`src/rtl/alu_exec_unit_if.sv`:
```
// Handshake bundle between ALU control/operand fetch and the execute-stage ALU.
// Master drives operations and accepts results; slave is the ALU.
interface alu_exec_unit_if #(
  parameter int WIDTH   = 32,
  parameter int SHAMT_W = 5
);
  logic               in_valid;
  logic               in_ready;
  logic [3:0]         operation;
  logic               jr_in;
  logic [WIDTH-1:0]   a;
  logic [WIDTH-1:0]   b;
  logic [SHAMT_W-1:0] shamt;
  logic               out_valid;
  logic               out_ready;
  logic [WIDTH-1:0]   result;
  logic               zero;
  logic               jr_out;
  logic               illegal_op;
  logic               busy;

  modport master (
    output in_valid, operation, jr_in, a, b, shamt, out_ready,
    input  in_ready, out_valid, result, zero, jr_out, illegal_op, busy
  );

  modport slave (
    input  in_valid, operation, jr_in, a, b, shamt, out_ready,
    output in_ready, out_valid, result, zero, jr_out, illegal_op, busy
  );
endinterface

```
`src/rtl/alu_exec_unit.sv`:
```
// MIPS execute ALU: latency 1, sll shamt+1 (1 when ALU_BARREL_SHIFT_EN is defined).
// Result held until out_ready; in_ready is combinational and allows back-to-back accepts in DONE.
module alu_exec_unit #(
  parameter int WIDTH   = 32,
  parameter int SHAMT_W = 5
) (
  input  logic           clk,
  input  logic           rst_n,
  alu_exec_unit_if.slave io
);

  localparam logic [3:0] OP_AND = 4'b0000;
  localparam logic [3:0] OP_OR  = 4'b0001;
  localparam logic [3:0] OP_ADD = 4'b0010;
  localparam logic [3:0] OP_SUB = 4'b0110;
  localparam logic [3:0] OP_SLT = 4'b0111;
  localparam logic [3:0] OP_SLL = 4'b0101;
  localparam logic [3:0] OP_NOR = 4'b1011;

  typedef enum logic [1:0] {
    ST_IDLE  = 2'd0,
    ST_SHIFT = 2'd1,
    ST_DONE  = 2'd2
  } state_e;

  state_e             state_q, state_d;
  logic [WIDTH-1:0]   result_q, result_d;
  logic               zero_q, zero_d;
  logic               jr_q, jr_d;
  logic               illegal_q, illegal_d;
  logic [WIDTH-1:0]   shift_q, shift_d;
  logic [SHAMT_W-1:0] count_q, count_d;

  logic               accept;
  logic               start_shift;
  logic               last_shift;
  logic [WIDTH-1:0]   alu_res;
  logic               alu_ill;
  logic [WIDTH-1:0]   shift_next;

  assign accept     = io.in_valid && io.in_ready;
  assign last_shift = (count_q == SHAMT_W'(1));
  assign shift_next = shift_q << 1;

`ifdef ALU_BARREL_SHIFT_EN
  assign start_shift = 1'b0;
`else
  assign start_shift = (io.operation == OP_SLL) && (io.shamt != '0);
`endif

  always_comb begin
    alu_res = '0;
    alu_ill = 1'b0;
    case (io.operation)
      OP_AND: alu_res = io.a & io.b;
      OP_OR:  alu_res = io.a | io.b;
      OP_ADD: alu_res = io.a + io.b;
      OP_SUB: alu_res = io.a - io.b;
      OP_SLT: alu_res = {{(WIDTH-1){1'b0}}, ($signed(io.a) < $signed(io.b))};
`ifdef ALU_BARREL_SHIFT_EN
      OP_SLL: alu_res = io.b << io.shamt;
`else
      // Only reached with shamt==0 here; nonzero shifts go through SHIFT.
      OP_SLL: alu_res = io.b;
`endif
      OP_NOR: alu_res = ~(io.a | io.b);
      default: begin
        alu_res = '0;
        alu_ill = 1'b1;
      end
    endcase
  end

  // State register (plus datapath flops)
  always_ff @(posedge clk) begin
    if (!rst_n) begin
      state_q   <= ST_IDLE;
      result_q  <= '0;
      zero_q    <= 1'b0;
      jr_q      <= 1'b0;
      illegal_q <= 1'b0;
      shift_q   <= '0;
      count_q   <= '0;
    end else begin
      state_q   <= state_d;
      result_q  <= result_d;
      zero_q    <= zero_d;
      jr_q      <= jr_d;
      illegal_q <= illegal_d;
      shift_q   <= shift_d;
      count_q   <= count_d;
    end
  end

  // Next-state logic
  always_comb begin
    state_d = state_q;
    case (state_q)
      ST_IDLE: begin
        if (accept) state_d = start_shift ? ST_SHIFT : ST_DONE;
      end
      ST_SHIFT: begin
        if (last_shift) state_d = ST_DONE;
      end
      ST_DONE: begin
        if (accept)             state_d = start_shift ? ST_SHIFT : ST_DONE;
        else if (io.out_ready)  state_d = ST_IDLE;
      end
      default: state_d = ST_IDLE;
    endcase
  end

  // Output logic
  always_comb begin
    io.in_ready   = rst_n && ((state_q == ST_IDLE) ||
                              ((state_q == ST_DONE) && io.out_ready));
    io.out_valid  = (state_q == ST_DONE);
    io.busy       = (state_q == ST_SHIFT);
    io.result     = result_q;
    io.zero       = zero_q;
    io.jr_out     = jr_q;
    io.illegal_op = illegal_q;
  end

  // Datapath next values; result fields only change on accept or shift completion.
  always_comb begin
    result_d  = result_q;
    zero_d    = zero_q;
    jr_d      = jr_q;
    illegal_d = illegal_q;
    shift_d   = shift_q;
    count_d   = count_q;
    if (accept) begin
      jr_d      = io.jr_in;
      illegal_d = alu_ill;
      if (start_shift) begin
        shift_d = io.b;
        count_d = io.shamt;
      end else begin
        result_d = alu_res;
        zero_d   = (alu_res == '0);
      end
    end else if (state_q == ST_SHIFT) begin
      shift_d = shift_next;
      count_d = count_q - SHAMT_W'(1);
      if (last_shift) begin
        result_d = shift_next;
        zero_d   = (shift_next == '0);
      end
    end
  end

endmodule

```
`src/flat_wrapper.sv`:
```
// flat-port wrapper written by rule: the top's interface ports become plain ports
module alu_exec_unit_flat 
#(
  parameter int WIDTH   = 32,
  parameter int SHAMT_W = 5
)
  (clk, rst_n, io_in_valid, io_operation, io_jr_in, io_a, io_b, io_shamt, io_out_ready, io_in_ready, io_out_valid, io_result, io_zero, io_jr_out, io_illegal_op, io_busy);
  alu_exec_unit_if #(.WIDTH(WIDTH), .SHAMT_W(SHAMT_W)) io_i ();
  input  logic clk;
  input  logic rst_n;
  input wire logic [$bits(io_i.in_valid)-1:0] io_in_valid;
  input wire logic [$bits(io_i.operation)-1:0] io_operation;
  input wire logic [$bits(io_i.jr_in)-1:0] io_jr_in;
  input wire logic [$bits(io_i.a)-1:0] io_a;
  input wire logic [$bits(io_i.b)-1:0] io_b;
  input wire logic [$bits(io_i.shamt)-1:0] io_shamt;
  input wire logic [$bits(io_i.out_ready)-1:0] io_out_ready;
  output wire logic [$bits(io_i.in_ready)-1:0] io_in_ready;
  output wire logic [$bits(io_i.out_valid)-1:0] io_out_valid;
  output wire logic [$bits(io_i.result)-1:0] io_result;
  output wire logic [$bits(io_i.zero)-1:0] io_zero;
  output wire logic [$bits(io_i.jr_out)-1:0] io_jr_out;
  output wire logic [$bits(io_i.illegal_op)-1:0] io_illegal_op;
  output wire logic [$bits(io_i.busy)-1:0] io_busy;
  assign io_i.in_valid = io_in_valid;
  assign io_i.operation = io_operation;
  assign io_i.jr_in = io_jr_in;
  assign io_i.a = io_a;
  assign io_i.b = io_b;
  assign io_i.shamt = io_shamt;
  assign io_i.out_ready = io_out_ready;
  assign io_in_ready = io_i.in_ready;
  assign io_out_valid = io_i.out_valid;
  assign io_result = io_i.result;
  assign io_zero = io_i.zero;
  assign io_jr_out = io_i.jr_out;
  assign io_illegal_op = io_i.illegal_op;
  assign io_busy = io_i.busy;
  alu_exec_unit #(.WIDTH(WIDTH), .SHAMT_W(SHAMT_W)) u_core (.clk(clk), .rst_n(rst_n), .io(io_i));
endmodule
```
`config.mk`:
```
export PLATFORM = sky130hd
export DESIGN_NAME = alu_exec_unit_flat
export DESIGN_NICKNAME = d
export VERILOG_FILES = /design/src/rtl/alu_exec_unit_if.sv /design/src/rtl/alu_exec_unit.sv /design/src/flat_wrapper.sv
export SDC_FILE = /design/constraint.sdc
export NUM_CORES = 1
export LEC_CHECK = 0
export ABC_AREA = 1
export ABC_CLOCK_PERIOD_IN_PS = 4500
export BUFFER_PORTS_ARGS = -buffer_cell sky130_fd_sc_hd__buf_2
export CELL_PAD_IN_SITES_DETAIL_PLACEMENT = 2
export CELL_PAD_IN_SITES_GLOBAL_PLACEMENT = 2
export CORE_MARGIN = 3
export CORE_UTILIZATION = 33
export DETAILED_ROUTE_END_ITERATION = 8
export GPL_TIMING_DRIVEN = 1
export PLACE_DENSITY_LB_ADDON = 0.1
export SYNTH_ARGS = -nofsm -noshare
export SYNTH_HDL_FRONTEND = slang
export SYNTH_SLANG_ARGS = --single-unit
```
`constraint.sdc`:
```
create_clock -name clk -period 4.5 [get_ports clk]
set_input_delay 0.45 -clock clk [delete_from_list [all_inputs] [get_ports clk]]
set_output_delay 0.45 -clock clk [all_outputs]
set_load 0.05 [all_outputs]
```
==> After elaboration in Yosys (flattened, before gate mapping) <==
Index checks and enable logic that the tools add are counted.
{ "op_classes": {"n_lt_le_gt_ge": 1, "reduce_logical": 16, "mux": 22, "n_addsub": 3, "bitwise_logic": 3, "eq_ne": 14} }
{ "op_table": {"columns": ["op", "n"], "rows": [
  ["$pmux W32 S7", 1],
  ["$mux W32", 4],
  ["$mux W31", 3],
  ["$logic_not A32 Y1", 2],
  ["$add A32 B32 Y32", 1],
  ["$and A32 B32 Y32", 1],
  ["$lt A32 B32 Y1", 1],
  ["$not A32 Y32", 1],
  ["$or A32 B32 Y32", 1],
  ["$sub A32 B32 Y32", 1],
  ["$mux W5", 3],
  ["$eq A4 B3 Y1 const B", 3],
  ["$mux W2", 5],
  ["$reduce_or A7 Y1", 1],
  ["$pmux W2 S3", 1],
  ["$reduce_and A3 Y1", 2],
  ["$eq A5 B1 Y1 const B", 1],
  ["$mux W1", 5],
  ["$reduce_bool A5 Y1", 1],
  ["$sub A5 B1 Y5 const B", 1],
  ["$eq A4 B1 Y1 const B", 1],
  ["$eq A4 B2 Y1 const B", 1],
  ["$eq A4 B4 Y1 const B", 1],
  ["$logic_and A1 B1 Y1", 4],
  ["10 further kinds", 13]
]} }
{ "totals": {"input_bits": 78, "regBits": 73, "wordCells": 66} }

==> Longest topological paths before layout <==
{ "logic_depth": {"ltp_word": 7, "depth_mapped": 23} }

==> Worst setup path before layout <==
Ideal clock, no wire load.
{ "synth_path": {"path_type": "in2reg", "startpoint": "in io_b[0]", "endpoint": "reg u_core.zero_q (netlist: u_core.io.zero)", "path_stages": 20, "required_time_ns": 4.433, "path_buffers": 0, "t_arrival_ns": 2.299, "setup_time_ns": 0.067, "slack_ns": 2.134, "cell_sequence": "ha_1 > inv_1 > fa_1 > inv_1 > nand3_1 > nand2_1 > nand2_1 > nand2_1 > nand2_1 > nand2_1 > nand2_1 > nand2_1 > nand2_1 > nand3_1 > nand3_1 > nor2_1 > nand2_1 > nor2_1 > nand2_1 > a21oi_2"} }
{ "synth_via": {"elab_chain_cells": 6, "word_cells_on_any_way": 10} }
{ "synth_lines": {"columns": ["element", "line", "rtl"], "rows": [
  ["start, declared", "flat_wrapper.sv:15", "input wire logic [$bits(io_i.b)-1:0] io_b;"],
  ["branches (longest 2 deep; another with $sub A32 B32 Y32)", null, null],
  ["$pmux W32 S7 *", "alu_exec_unit.sv:54", "case (io.operation)"],
  ["$logic_not A32 Y1 *", "alu_exec_unit.sv:141", "zero_d = (alu_res == '0);"],
  ["$mux W1 *", "alu_exec_unit.sv:136", "if (start_shift) begin"],
  ["$mux W1 *", "alu_exec_unit.sv:133", "if (accept) begin"],
  ["end signal, assigned", "alu_exec_unit.sv:87", "zero_q <= zero_d;"],
  ["end, declared", "alu_exec_unit.sv:28", "logic zero_q, zero_d;"]
]} }
Mark *: on every way between the ends. The select of a mux whose other input is x is not followed.
A chain may end at the register's enable or synchronous reset.

==> Worst setup path after layout <==
Same ends and word-level chain as after synthesis.

==> qor.csv <==
metric,value,unit
outcome,finished clean,
grt ovf,0,
fraction of layout cells with a size suffix above 1,9.575,%
IO Pins,116,
Residual DRC,0,
synth unique cells,43,
synthesized net count,1965,
most frequent cells in the layout,"nand2_1 (540), inv_1 (305), nor2_1 (163)",
worst r2r path cells,10,
CTS max path bufs,2,
Slew @ Worst Pin,0.8657,ns
TNS Setup,0,ns
ANT nets after route,0,
post-synthesis compound-gate area fraction,17.27,%
main combinational cell family by area after synthesis,simple AND/OR/NAND/NOR gates,
YS warnings,0,
unrepaired setup endpoints after global routing,false,
fmax,0.3176,GHz
clk slew on worst S/H paths,0.06,ns
Die Y,179.6,µm
Critical Path RT,4.77,ns
cts repair resizes,0,
H-tree level count,3,
worst setup margin,1.351,ns
drt pass-1 iters,5,
PortBufs,115,
Setup Skew,0.01057,ns
largest net degree at the start of global routing,55,
Simple-Gate Fraction of Synth Area,39.21,%
Sink Count,73,
Synth Register Bits,73,
Worst setup EP type,flop,
"commonest non-fill, non-tap cell in the layout",nand2_1,
Syn Std Cell Area,0.009942,mm²
Hold Crit Depth,3,
later-pin clock latency in the skew report,0.34,ns
Hold WC Path Type,input port to flop,
crit path DAT,3.42,ns
GRT Total Usage,30.10,%
CTS Hold Bufs,0,
Placement Setup Slack,1.051,ns
wire per inst,22.25,µm
max-cap violations,0,
sequential element share of the synthesized area,14.70,%
first-pass GRT wire length,77320,µm
core area,0.02917,mm²
fin crit period,3.149,ns
DRT iter0 DRCs,998,
Post-DP Area,0.01074,mm²
headroom to the max-slew limit,42.07,%
critical path class,input port to flop,
final WL,49920,µm
GP Congestion,0.9395,
initial antenna violation count,0,
LEAKAGE,5.940,nW
"Hold Vio Cnt, Final",0,
Final Cell Area,0.01104,mm²
Pwr per Cell Area,230.5,mW/mm²
post-synthesis mux area share,0.1007,%
Tcrit/Tclk final,69.98,%
Antenna Cells,0,
"Power, Total",2.545,mW
Via Count,12330,
CTS buffer count,9,
Final Max Slew Viols,0,
Mapped Cells,1784,
hpwl dp,41420,µm
Initial Util,34.09,%
average cell area after synthesis,5.573,µm²
startpoint type of the worst setup path,input port,
"critical path fanouts, max",4,
area of the die,0.03225,mm²
Syn-to-layout area delta,11.02,%
Synth Area in XOR/XNOR,0.2643,%
Rows,62,
Adder-Cell Fraction of Synth Area,13.11,%
Finish-stage setup viols,0,
Root Buffer,clkbuf_16,
Die W,179.6,µm
post-CTS setup buffers,0,
peak supply drop,0.1720,mV
number of global-route vias before repair,13200,
Fill cells,3909,
fin nets,2035,
TritonCTS clock tree,done,
DR vias/cell,5.496,
[cell usage after synthesis, drive strengths merged]
cell	count	area (µm²)
nand2	546	2072
inv	308	1156
nor2	177	706.9
nand3	162	830.8
ha	101	1264
o21ai	101	505.5
a21oi	80	415.4
dfxtp	73	1461
a31oi	46	287.8
buf	42	256.5
a221oi	27	236.5
clkbuf	27	108.9
o22ai	22	137.6
nor3	17	90.09
nand4	16	100.1
o21bai	8	60.06
nor4	7	43.79
o221ai	5	43.79
a211oi	3	22.52
nand3b	3	22.52
fa	2	40.04
or2	2	12.51
xor2	2	17.52
and2	1	6.260
and3	1	6.260
clkinv	1	3.750
mux2i	1	10.01
nor3b	1	7.510
o211ai	1	7.510
xnor2	1	8.760
[logic make-up after synthesis]
family / after synthesis
compound gates: 293
xor+xnor: 3
fa+ha+maj: 103
buf+inv: 378
flops: 73
mux: 1
simple gates: 933
[registers in the layout (all words and copies together), names as in the netlist]
name,count
u_core.count_q,5
u_core.io.illegal_op,1
u_core.io.jr_out,1
u_core.io.result,32
u_core.io.zero,1
u_core.shift_q,31
u_core.state_q,2
[final cells by class]
| type | instances | area (µm²) | share of cell area [%] |
|---|---|---|---|
| Multi-Input combinational cell | 1333 | 6967 | 63.11 |
| Sequential cell | 73 | 1461 | 13.24 |
| Inverter | 309 | 1160 | 10.51 |
| Timing Repair Buffer | 128 | 673.1 | 6.098 |
| Tap cell | 384 | 480.5 | 4.353 |
| Clock buffer | 10 | 229.0 | 2.074 |
| Clock inverter | 6 | 67.56 | 0.6121 |
[worst paths after layout]
| kind | startpoint | end | slack (ns) |
|---|---|---|---|
| setup reg to reg | u_core.state_q[1]$_SDFFE_PN0P_ | u_core.io.result[11]$_SDFFE_PN0P_ | 2.02 |
| setup / recovery | io_b[0] | u_core.io.zero$_SDFFE_PN0P_ | 1.35 |
| hold reg to reg | u_core.io.result[0]$_SDFFE_PN0P_ | u_core.io.result[0]$_SDFFE_PN0P_ | 0.47 |
| hold / removal | io_jr_in | u_core.io.jr_out$_SDFFE_PN0P_ | 0.37 |
[power breakdown]
group	leakage (nW)	total, mW	switching (mW)	internal (mW)
Clock	0.139	0.721	0.289	0.431
Combinational	5.21	1.13	0.833	0.302
Sequential	0.593	0.689	0.0171	0.672
Total	5.94	2.54	1.14	1.41
[stage by stage]
step | utilization [%] | cells | hold WS (ns)
after floorplan | - | 1784 | 0.4368
after global placement | 36.83 | 2227 | 0.4481
after detailed placement | 36.83 | 2227 | 0.4592
after CTS | 37.84 | 2243 | 0.3557
after global routing | 37.84 | 2243 | 0.3894
final | 37.84 | 2243 | 0.3683
[critical path, cell delays in order]
cell and delay [ns]:
buf_2 0.15, ha_1 0.26, inv_1 0.10, fa_1 0.39, inv_1 0.12, nand3_1 0.11
nand2_1 0.19, nand2_1 0.10, nand2_1 0.19, nand2_1 0.11, nand2_1 0.12, nand2_1 0.11
nand2_1 0.08, nand2_1 0.04, nand3_1 0.08, nand3_1 0.19, nor2_1 0.17, nand2_1 0.07
nor2_1 0.18, nand2_1 0.09, a21oi_2 0.11
[layer usage]
metal	vias up	part of all wire [%]	global-route usage, %
li1	5854	-	-
met1	6155	49	42.56
met2	275	45	49.93
met3	44	4.2	2.870
met4	0	1.7	6.312
met5	-	0	0
(Power assumes the default switching activity.)
